===== config.mk =====
export PLATFORM = sky130hd
export DESIGN_NAME = hazard_scoreboard
export DESIGN_NICKNAME = d
export VERILOG_FILES = /design/src/rtl/hazard_scoreboard.sv
export SDC_FILE = /design/constraint.sdc
export NUM_CORES = 1
export LEC_CHECK = 0
export CAP_MARGIN = 20
export CORE_UTILIZATION = 52
export DETAILED_ROUTE_END_ITERATION = 7
export GPL_ROUTABILITY_DRIVEN = 0
export PLACE_DENSITY_LB_ADDON = 0.3
export SLEW_MARGIN = 25
export SYNTH_ARGS = -nofsm -noshare
export SYNTH_HDL_FRONTEND = slang
export SYNTH_SLANG_ARGS = --single-unit
export TNS_END_PERCENT = 30

===== constraint.sdc =====
create_clock -name clock -period 4.6 [get_ports clock]
set_input_delay 1.15 -clock clock [delete_from_list [all_inputs] [get_ports clock]]
set_output_delay 1.15 -clock clock [all_outputs]
set_load 0.02 [all_outputs]

===== src/rtl/hazard_scoreboard.sv =====
// Decode-stage issue controller: tracks in-flight register writes and stalls readers until the write lands.
// Optional macro HAZARD_FORWARD_EN: only a producer from the previous cycle causes a hazard (execute forwarding).
module hazard_scoreboard #(
    parameter int LATENCY         = 3,
    parameter int REG_COUNT       = 32,
    parameter int ADDR_WIDTH      = 5,
    parameter int STALL_CNT_WIDTH = 16
) (
    input  logic                       clock,
    input  logic                       reset,
    input  logic                       id_valid,
    input  logic                       id_read_enable1,
    input  logic [ADDR_WIDTH-1:0]      id_read_addr1,
    input  logic                       id_read_enable2,
    input  logic [ADDR_WIDTH-1:0]      id_read_addr2,
    input  logic                       id_write_enable,
    input  logic [ADDR_WIDTH-1:0]      id_write_addr,
    input  logic                       flush,
    output logic                       stall,
    output logic                       issue,
    output logic [ADDR_WIDTH-1:0]      hazard_addr,
    output logic [1:0]                 state,
    output logic [STALL_CNT_WIDTH-1:0] stall_count
);

    // Handshake: decode presents id_valid; the instruction leaves decode in the
    // same cycle when issue=1, and is held in place while stall=1. flush drops it.

    localparam logic [2:0] LAT3 = 3'(LATENCY);

    typedef enum logic [1:0] {
        ST_IDLE  = 2'd0,
        ST_BUSY  = 2'd1,
        ST_STALL = 2'd2
    } state_t;

    state_t     cur_state;
    state_t     nxt_state;
    logic [2:0] pend      [REG_COUNT];
    logic [2:0] pend_next [REG_COUNT];
    logic       hazard1;
    logic       hazard2;
    logic       load_en;
    logic       any_pend_next;

    function automatic logic is_hot(input logic [2:0] cnt);
`ifdef HAZARD_FORWARD_EN
        return cnt == LAT3;
`else
        return cnt != 3'd0;
`endif
    endfunction

    always_comb begin
        hazard1 = id_read_enable1 && (id_read_addr1 != '0) && is_hot(pend[id_read_addr1]);
        hazard2 = id_read_enable2 && (id_read_addr2 != '0) && is_hot(pend[id_read_addr2]);
    end

    // Outputs are forced low during reset so downstream enables see a clean bubble.
    always_comb begin
        stall       = !reset && id_valid && (hazard1 || hazard2) && !flush;
        issue       = !reset && id_valid && !stall && !flush;
        hazard_addr = '0;
        if (stall) begin
            if (hazard1) hazard_addr = id_read_addr1;
            else         hazard_addr = id_read_addr2;
        end
    end

    assign load_en = issue && id_write_enable && (id_write_addr != '0);

    // Load beats decrement, so a back-to-back rewrite restarts the full latency.
    always_comb begin
        any_pend_next = 1'b0;
        for (int r = 0; r < REG_COUNT; r++) begin
            pend_next[r] = pend[r];
            if (pend[r] != 3'd0) pend_next[r] = pend[r] - 3'd1;
            if (load_en && (id_write_addr == ADDR_WIDTH'(r))) pend_next[r] = LAT3;
            if (r == 0) pend_next[r] = 3'd0;
            if (pend_next[r] != 3'd0) any_pend_next = 1'b1;
        end
    end

    always_ff @(posedge clock or posedge reset) begin
        if (reset) begin
            for (int r = 0; r < REG_COUNT; r++) pend[r] <= 3'd0;
        end else begin
            for (int r = 0; r < REG_COUNT; r++) pend[r] <= pend_next[r];
        end
    end

    always_comb begin
        nxt_state = ST_IDLE;
        if (stall)              nxt_state = ST_STALL;
        else if (any_pend_next) nxt_state = ST_BUSY;
    end

    always_ff @(posedge clock or posedge reset) begin
        if (reset) cur_state <= ST_IDLE;
        else       cur_state <= nxt_state;
    end

    assign state = cur_state;

    always_ff @(posedge clock or posedge reset) begin
        if (reset) begin
            stall_count <= '0;
        end else if (stall && (stall_count != '1)) begin
            stall_count <= stall_count + STALL_CNT_WIDTH'(1);
        end
    end

endmodule


==> results.md, run 1 <==
- Worst-path cell chain: dlygate4sd2_1, buf_6, mux4_2, a2111o_1, a311o_1, o21ai_4, buf_6, and3_1, clkdlybuf4s15_2
- Met3 Use GR: 6.55%
- Via count: 7216
- Part of the power in registers: 32.6%
- IR drop worst, VDD: 0.345 mV
- Slew headroom: 33.3%
- Most common cell in the netlist: dfrtp_1
- Placed cells: 1165
- Switching portion of total power: 46.2%
- CP max-delay cell: a311o_1
- Cells after synthesis: 875
- Lkg Pwr: 4.19 nW
- CP required: 3.45 ns
- Yosys warnings: 0
- H-tree lvl count: 3
- Die area: 15200 um^2
- Max-cap violations: 0
- Std cell rows: 44
- DR pass1 iterations: 5
- Post-synth top area share: 36.2%
- Worst-Margin Slew: 0.997 ns
- Final hold violation count: 0
- Share of cells above drive strength 1: 14.9%
- Critical path class: input pin to output pin
- Ys async rst share: 100%
- Largest net degree at the start of global routing: 74
- Min-Delay Path Class: flip-flop to flip-flop
- Int Pwr: 3.33 mW
- Sequential share of the synthesized area: 36.2%
- Synthesis-to-finish area growth: 21.5%
- CTS Root Cell: clkbuf_16
- Vias in the first global route: 6803
- Initial DRC Count: 684
- Clk Latency, worst-skew pair: 0.37 ns
- Final Skew: 0.00857 ns
- Slew Limit Fails: 0
- CP Launch Type: input pin
- Global routing usage on met1: 40.6%
- TritonCTS clock tree: built
- Final Worst Setup Slack: 0.0679 ns
- Sinks on Clock Net: 111
- Worst setup EP type: output pin
- Total net switching power: 2.86 mW
- Buffers on Ports: 46
- Total power: 6.18 mW
- Initial Util: 53.0%
- RSZ-0062 raised after global routing: yes
- Critical path data arrival time: 3.38 ns
- DR vias/cell: 6.08
- Met2 Usage GRT: 48.4%
- Post-layout min period: 4.53 ns
- First-pass GRT wire length: 35400 um
- Final Cycle Share: 98.5%
- Syn_nets: 960
- Max Fclk: 0.221 GHz
- Avg WL per Cell: 19.3 um
- Die width: 123 um
- Top Usage Layer GRT: met2
- Antenna diodes: 0
- Top post-synthesis cells by area: dfrtp_1, ha_1, xnor2_1
- Cell family with most CP delay: compound AO/OA/AOI/OAI gates
- Final Util: 64.4%
- Core area: 14500 um^2
- Pwr Density: 663 nW/um^2
- Post-Route WL: 22900 um
- Congestion Overflow GR: 0
- Top FF cell, synth: dfrtp_1
- Worst path most repeated cell: buf_6
- Initial antenna violation count: 0
- Clock transition at path regs: 0.08 ns
- Die height: 123 um
- Seq cells post-synth: 111
- Post-synth EDFFs: 0
- Top fanout value on the critical path: 10
- Total GRT Usage: 31.2%
- Final setup fails: 0
- Cts bufs inserted: 9
- Final HPWL DP: 17700 um
- Post-synthesis area per instance: 8.77 um^2
- Max stage delay on crit path: 0.40 ns
- Largest area contributor in the netlist: dfrtp_1
- Cell variety after synth: 71
- Nets@finish: 1082
- Max clock buf depth: 2
- Most frequent cells after synthesis: dfrtp_1, nand2_1, inv_1
- # IOs: 47
- Pre-CTS setup slack: -0.767 ns
- Post-Synthesis Cell Area: 7670 um^2
- Clock power share: 13.9%
- Antenna viol nets, final: 0
- Detailed-route DRC error count: 0
- Buf/Inv on CP: 4
- Combinational Power Share: 53.6%
- Outcome: finished clean
- Finished Layout Cells: 1186
layer usage:
metal	up-vias	part of all wire (%)
met5	-	0
met4	0	5.4
met3	93	8.0
met2	348	44
met1	3426	42
li1	3349	-
cell families (layout without fill, tap and decap cells):
family                     count (synthesis)  in the layout  share of synthesized area [%]
AOI/OAI and AO/OA                        177            177                           14.5
xor gates and xnor gates                  46             46                           5.25
adders and majority gates                 63             63                           10.3
buffers and inverters                     98            225                           5.45
DFF                                      111            111                           36.2
muxes                                     43             43                           6.21
and+or+nand+nor                          337            337                           22.1
cells in the final DEF (no fill, tap or decap), types with 8 or more instances in the layout:
| cell type | n |
|---|---|
| dfrtp_1 | 111 |
| nand2_1 | 86 |
| buf_4 | 83 |
| inv_1 | 71 |
| nor2_1 | 66 |
| ha_1 | 63 |
| o21ai_0 | 59 |
| xnor2_1 | 44 |
| nand2b_1 | 38 |
| nor3_1 | 34 |
| clkdlybuf4s50_1 | 34 |
| mux2i_1 | 33 |
| a21oi_1 | 29 |
| nand3_1 | 28 |
| a31oi_1 | 20 |
| nor4_1 | 18 |
| nand4_1 | 12 |
| o22ai_1 | 9 |
| and3_1 | 9 |
| clkbuf_16 | 9 |
| and2_1 | 8 |
| o31ai_1 | 8 |
through the flow:
step / instance area (um^2) / hold WS, ns / setup TNS, ns
6_report: 9330 / 0.501 / 0
5_1_grt: 9330 / 0.525 / -0.0207
4_1_cts: 9240 / 0.498 / -0.152
2_1_floorplan: 7670 / 0.519 / 0
3_5_place_dp: 8900 / 0.487 / -5.20
3_3_place_gp: 8900 / 0.477 / -4.92
layout make-up:
cell class,instances,area (um^2)
fillers,1224,5150
multi-input cells,666,4570
flip-flops and latches,111,2780
repair buffers,136,1150
inverters,73,277
well taps,184,230
clock buffers,9,225
clock inverters,7,95.1
worst register-to-register path, cell delays in order, from the launching register on:
cell and delay [ns]:
dfrtp_1 0.41, nor3_1 0.61, mux4_2 0.38, nand2_1 0.05, a311o_1 0.35, o21ai_4 0.14, nand2_2 0.12, buf_4 0.15
buf_4 0.16, nor2_1 0.11, buf_4 0.14, a21oi_1 0.09, a2111oi_0 0.43, buf_4 0.22, nand4b_1 0.09, o21a_1 0.22
path summary, 6_finish.rpt:
path                                                  from                         end  slack (ns)  depth (start not counted)
worst max-delay path                      id_read_addr1[1]                       issue        0.07                          9
worst min-delay path            stall_count[6]$_DFFE_PP0P_  stall_count[6]$_DFFE_PP0P_        0.50                          1
worst max register to register           pend[3]$_DFF_PP0_          state[0]$_DFF_PP0_        0.83                         15
worst min register to register  stall_count[6]$_DFFE_PP0P_  stall_count[6]$_DFFE_PP0P_        0.50                          1
max in group asynchronous                            reset          pend[62]$_DFF_PP0_        2.47                          3
min in group asynchronous                            reset          pend[29]$_DFF_PP0_        1.39                          2
sequential cells by signal, summed over array words and instances (netlist names):
signal	cells
pend	93
state	2
stall_count	16
what timing repair did:
action | in CTS | in global routing
endpoints found under the setup margin | 7 | 7
setup buffers | 2 | 3
hold buffers | 0 | 0
pin swaps | 6 | 7
resized for setup | 43 | 20
power by group through the flow:
| stage | clock network [mW] | logic, mW | registers, mW |
|---|---|---|---|
| after floorplan | 0 | 2.22 | 1.85 |
| after global placement | 0 | 3.10 | 1.98 |
| after detailed placement | 0 | 3.19 | 1.99 |
| after CTS | 0.865 | 3.24 | 1.98 |
| after global routing | 0.904 | 3.68 | 2.07 |
| final | 0.859 | 3.31 | 2.01 |
Power figures use the tool's default switching activity.
==> run 2, diff against run 1 <==
--- a/config.mk
+++ b/config.mk
@@ -6,11 +6,14 @@
 export NUM_CORES = 1
 export LEC_CHECK = 0
 export CAP_MARGIN = 20
-export CORE_UTILIZATION = 52
+export CELL_PAD_IN_SITES_DETAIL_PLACEMENT = 1
+export CELL_PAD_IN_SITES_GLOBAL_PLACEMENT = 1
+export CORE_UTILIZATION = 47
 export DETAILED_ROUTE_END_ITERATION = 7
 export GPL_ROUTABILITY_DRIVEN = 0
 export PLACE_DENSITY_LB_ADDON = 0.3
-export SLEW_MARGIN = 25
+export SKIP_CTS_REPAIR_TIMING = 1
+export SLEW_MARGIN = 20
 export SYNTH_ARGS = -nofsm -noshare
 export SYNTH_HDL_FRONTEND = slang
 export SYNTH_SLANG_ARGS = --single-unit
==> run 2 against run 1 <==
Compared with the run above:
- final cell count up 2.8%
- wire length up 20%
- hold slack worse by 0.0090 ns
- highest routed layer unchanged
- global-route usage up 2.7 points
- largest cell class unchanged
- power up 2.5%
- first-iteration DRC count down 15%
- clock skew up 0.0028 ns
- largest power group unchanged
- flip-flop and latch count unchanged
- via count up 2.5%
==> results.md, run 2 (synthesis results as in run 1) <==
- DR pass1 iterations: 5
- Finished Layout Cells: 1219
- Worst path most repeated cell: buf_4
- First-pass GRT wire length: 42100 um
- CP max-delay cell: or4_1
- Initial antenna violation count: 0
- Critical path class: input pin to output pin
- Buf/Inv on CP: 4
- Cts bufs inserted: 9
- Outcome: finished clean
- Nets@finish: 1083
- # IOs: 47
- Detailed-route DRC error count: 0
- Worst-path cell chain: dlymetal6s2s_1, buf_4, or4_1, nand3_1, o22ai_1, o31ai_1, a2111o_1, buf_4, and3_1, clkbuf_2
- Max-cap violations: 0
- Die width: 130 um
- Core area: 15900 um^2
- Slew headroom: 34.6%
- Share of cells above drive strength 1: 15.3%
- Congestion Overflow GR: 0
- Top fanout value on the critical path: 11
- Worst setup EP type: output pin
- Placed cells: 1201
- Initial DRC Count: 581
- HP Start: stall_count[8]$_DFFE_PP0P_
- Final Cycle Share: 97.9%
- CP Launch Type: input pin
- Post-Route WL: 27600 um
- Final hold violation count: 0
- Clk Latency, worst-skew pair: 0.37 ns
- Final Util: 58.7%
- Final Worst Setup Slack: 0.0969 ns
- Lkg Pwr: 4.19 nW
- Setup total negative slack: 0 ns
- H-tree lvl count: 3
- Buffers on Ports: 46
- Cell family with most CP delay: simple AND/OR/NAND/NOR gates
- Max stage delay on crit path: 0.42 ns
- Die height: 130 um
- Sinks on Clock Net: 111
- Reg-to-Reg Start: pend[30]$_DFF_PP0_
- Pwr Density: 680 nW/um^2
- IR drop worst, VDD: 0.325 mV
- Antenna viol nets, final: 0
- Most frequent cells in the layout: dfrtp_1, buf_4, nand2_1
- TritonCTS clock tree: built
- Largest net degree at the start of global routing: 52
- CTS Root Cell: clkbuf_16
- Slew Limit Fails: 0
- Pre-CTS setup slack: -0.841 ns
- Std cell rows: 46
- Max Fclk: 0.222 GHz
- Final HPWL DP: 21300 um
- Avg WL per Cell: 22.6 um
- Fillers: 1908
- Via count: 7400
- Die area: 16800 um^2
- Total GRT Usage: 33.9%
- Worst Setup SP: id_read_addr2[1]
- Max reg flops: 93
- Register-to-Register Setup Slack: 0.77 ns
- Antenna diodes: 0
- Vias in the first global route: 7616
- Worst-Margin Slew: 0.977 ns
- Critical path data arrival time: 3.35 ns
- Initial Util: 48.3%
- Final Skew: 0.0113 ns
- Synthesis-to-finish area growth: 21.6%
- Most common cell after layout, fill and taps aside: dfrtp_1
- Post-layout min period: 4.50 ns
- DR vias/cell: 6.07
- Most flops, register: pend
- Clock transition at path regs: 0.08 ns
- CP required: 3.45 ns
- Final setup fails: 0
- Min-Delay Path Class: flip-flop to flip-flop
- Max clock buf depth: 2
## run 2: changes by cell type in the layout (fill, tap and decap cells not counted), sizes merged
cell           delta
dlymetal6s2s      +5
dlygate4sd2       -3
clkbuf            +2
clkinvlp          +2
buf               -1
bufinv            -1
clkdlybuf4s15     -1
clkdlybuf4s50     -1
inv               -1
## run 2: worst paths after layout
check / endpoint / depth (start not counted)
min in group asynchronous: pend[77]$_DFF_PP0_ / 2
setup reg to reg: state[0]$_DFF_PP0_ / 14
hold / removal: stall_count[8]$_DFFE_PP0P_ / 1
setup / recovery: issue / 10
max in group asynchronous: pend[47]$_DFF_PP0_ / 3
hold reg to reg: stall_count[8]$_DFFE_PP0P_ / 1
## run 2: worst register-to-register path, cell delays in order (launching register included)
cell and delay [ns]:
dfrtp_1 0.44, nor3_1 0.08, buf_4 0.16, mux4_2 0.47, a2111oi_2 0.38, a311o_1 0.25
o21ai_4 0.13, buf_4 0.17, nand3_1 0.18, buf_4 0.17, o21ai_1 0.10, or4_1 0.56
nor4_2 0.28, nand4_1 0.14, o21a_1 0.22
## run 2: final cells by class
cell class	count	area, um^2	share of cell area (%)
timing repair buffer	137	1160	12.4
tap	216	270	2.90
multi-input combinational	666	4560	48.9
clock inverter	7	61.3	0.657
sequential	111	2780	29.8
clock buffer	9	225	2.41
inverter	73	277	2.96
## run 2: power by group
| group | leakage (nW) | internal, mW | switching (mW) |
|---|---|---|---|
| logic | 2.73 | 1.46 | 2.04 |
| clock network | 0.135 | 0.380 | 0.426 |
| registers | 1.33 | 1.45 | 0.589 |
## run 2: through the flow
stage | hold WS (ns) | power (mW) | area, um^2
6_report | 0.492 | 6.34 | 9330
5_1_grt | 0.533 | 6.79 | 9330
4_1_cts | 0.502 | 6.24 | 9230
3_5_place_dp | 0.486 | 5.38 | 8940
3_3_place_gp | 0.487 | 5.14 | 8940
2_1_floorplan | 0.519 | 4.07 | 7670
## run 2: routing by layer
| metal | routed length [um] | up-vias | GRT usage, % | part of all wire, % |
|---|---|---|---|---|
| li1 | - | 3340 | - | - |
| met1 | 11400 | 3664 | 43.1 | 41 |
| met2 | 13200 | 305 | 55.9 | 48 |
| met3 | 1700 | 91 | 4.67 | 6.2 |
| met4 | 1310 | 0 | 18.9 | 4.8 |
| met5 | 0 | - | 0 | 0 |
==> run 3, diff against run 2 <==
==> constraint.sdc (replaced) <==
create_clock -name clock -period 5.1 [get_ports clock]
set_input_delay 1.275 -clock clock [delete_from_list [all_inputs] [get_ports clock]]
set_output_delay 1.275 -clock clock [all_outputs]
set_load 0.02 [all_outputs]
==> run 3 against run 2 <==
Compared with the run above:
- clock-buffer cell count rose by 2
- setup slack lost 0.012 ns
- non-clock buffer count down 26
- final area is 2.5% lower
- combinational power fell by 15%
- power down 12%
- sequential share of layout area increased by 0.75 points
- wire length decreased by 3.6%
- flip-flop and latch count is the same
==> results.md, run 3 (synthesis results as in run 1) <==
- Outcome: finished clean
- Die width: 130 um
- Combinational Power Share: 53.7%
- Final hold violation count: 0
- Multi-input gate area: 4520 um^2
- Slew Limit Fails: 0
- Max-cap violations: 0
- Worst-path cell chain: clkdlybuf4s50_1, buf_4, buf_4, a211o_1, a41oi_1, o31ai_2, a2111o_1, nand2_1, nand2_2, buf_4, nor2_1, clkbuf_2
- CP Launch Type: input pin
- Cell count along the critical path: 12
- Initial antenna violation count: 1
- Via count: 7326
- Max reg flops: 93
- Nets@finish: 1057
- Detailed-route DRC error count: 0
- Critical path class: input pin to output pin
- Post-route cell area: 9100 um^2
- Worst path most repeated cell: buf_4
- Buf/Inv on CP: 5
- Share of cells above drive strength 1: 12.0%
- Total net switching power: 2.67 mW
- Setup total negative slack: 0 ns
- Top fanout value on the critical path: 9
- Min-Delay Path Class: flip-flop to flip-flop
- Worst Setup SP: id_read_addr2[0]
- Clock power share: 13.5%
- DR vias/cell: 6.14
- Int Pwr: 2.88 mW
- Worst-Margin Slew: 0.893 ns
- Placed cells: 1177
- Register Area: 2780 um^2
- Clock transition at path regs: 0.08 ns
- CP max-delay cell: a2111o_1
- CTS Root Cell: clkbuf_16
- Initial Util: 48.3%
- Worst Setup EP: hazard_addr[2]
- Post-layout min period: 5.02 ns
- Most flops, register: pend
- Worst setup EP type: output pin
- Finished Layout Cells: 1194
- Lkg Pwr: 4.09 nW
- DR pass1 iterations: 5
- Final setup fails: 0
- Clk Latency, worst-skew pair: 0.37 ns
- Antenna viol nets, final: 0
- Cell family with most CP delay: buffers and inverters
- Sinks on Clock Net: 111
- Synthesis-to-finish area growth: 18.6%
- Max Fclk: 0.199 GHz
- Congestion Overflow GR: 0
- Cts bufs inserted: 9
- Final HPWL DP: 20500 um
- Total GRT Usage: 33.1%
- Initial DRC Count: 612
- Vias in the first global route: 7500
- Hold slack: 0.497 ns
- Die height: 130 um
- Most frequent cells in the layout: dfrtp_1, nand2_1, inv_1
- DP Area: 8760 um^2
- Avg WL per Cell: 22.2 um
- Largest net degree at the start of global routing: 64
- Final Util: 57.3%
- # IOs: 47
- Max clock buf depth: 2
- Slew headroom: 40.3%
- Final Skew: 0.0132 ns
- Most common cell after layout, fill and taps aside: dfrtp_1
- IR drop worst, VDD: 0.290 mV
- Final Cycle Share: 98.3%
- Switching portion of total power: 48.1%
- Part of the power in registers: 32.8%
- Register-to-Register Setup Slack: 1.25 ns
- Post-Route WL: 26600 um
- Core area: 15900 um^2
- TritonCTS clock tree: built
- Critical path data arrival time: 3.74 ns
- Reg-to-Reg Start: pend[30]$_DFF_PP0_
- H-tree lvl count: 3
- Die area: 16800 um^2
- Max stage delay on crit path: 0.44 ns
- Buffers on Ports: 46
- First-pass GRT wire length: 41300 um
- Critical R2R Capture: state[0]$_DFF_PP0_
- CP required: 3.83 ns
- Cell count of the worst reg-to-reg path: 13
- HP Start: stall_count[8]$_DFFE_PP0P_
- Std cell rows: 46
- Pwr Density: 610 nW/um^2
- Fillers: 1913
run 3: cell count changes in the layout (fill, tap and decap cells not counted), sizes merged:
cell / change
clkinvlp: -2
buf: -31
diode: +1
clkbuf: +4
clkdlybuf4s50: +3
run 3: worst reg2reg max path, stage by stage, from the launching register on:
cell	delay (ns)
dfrtp_1	0.44
nor3_1	0.68
mux4_2	0.40
a2111oi_2	0.07
a311o_1	0.32
o21ai_2	0.13
buf_4	0.17
nand3_1	0.31
buf_4	0.28
o21ai_0	0.17
nand4_1	0.13
nor4_2	0.33
nand4_1	0.12
o21a_1	0.21
run 3: power by group through the flow:
stage	sequential [mW]	clock [mW]	combinational (mW)
final	1.82	0.748	2.98
after floorplan	1.67	0	2.00
after detailed placement	1.82	0	2.87
after global routing	1.88	0.774	3.30
after global placement	1.80	0	2.73
after CTS	1.80	0.754	2.93
run 3: how the worst min path moves through the flow:
stage | end | slack, ns | cells after the start
after CTS | stall_count[8]$_DFFE_PP0P_ | 0.50 | 1
after global placement | stall_count[6]$_DFFE_PP0P_ | 0.48 | 1
after global routing | stall_count[14]$_DFFE_PP0P_ | 0.53 | 1
final | stall_count[8]$_DFFE_PP0P_ | 0.50 | 1
after floorplan | pend[85]$_DFF_PP0_ | 0.52 | 2
after detailed placement | stall_count[8]$_DFFE_PP0P_ | 0.48 | 1
run 3: stage by stage:
stage                     setup slack (ns)  power (mW)
after floorplan                      0.442        3.67
after global placement              -0.469        4.52
after detailed placement            -0.582        4.69
after CTS                           -0.597        5.49
after global routing              -0.00671        5.95
final                               0.0850        5.55
run 3: cell type report:
type	count	area share (%)
tap	216	2.97
clock buffer	11	2.78
timing repair buffer	111	10.4
sequential	111	30.5
multi-input combinational	666	49.6
clock inverter	5	0.591
inverter	73	3.04
antenna	1	0.0275
run 3: per-layer routing:
layer / GRT usage [%] / up-vias / part of all wire, %
li1: - / 3298 / -
met1: 40.7 / 3669 / 42
met2: 54.3 / 264 / 47
met3: 7.38 / 95 / 6.8
met4: 17.5 / 0 / 4.4
met5: 0 / - / 0
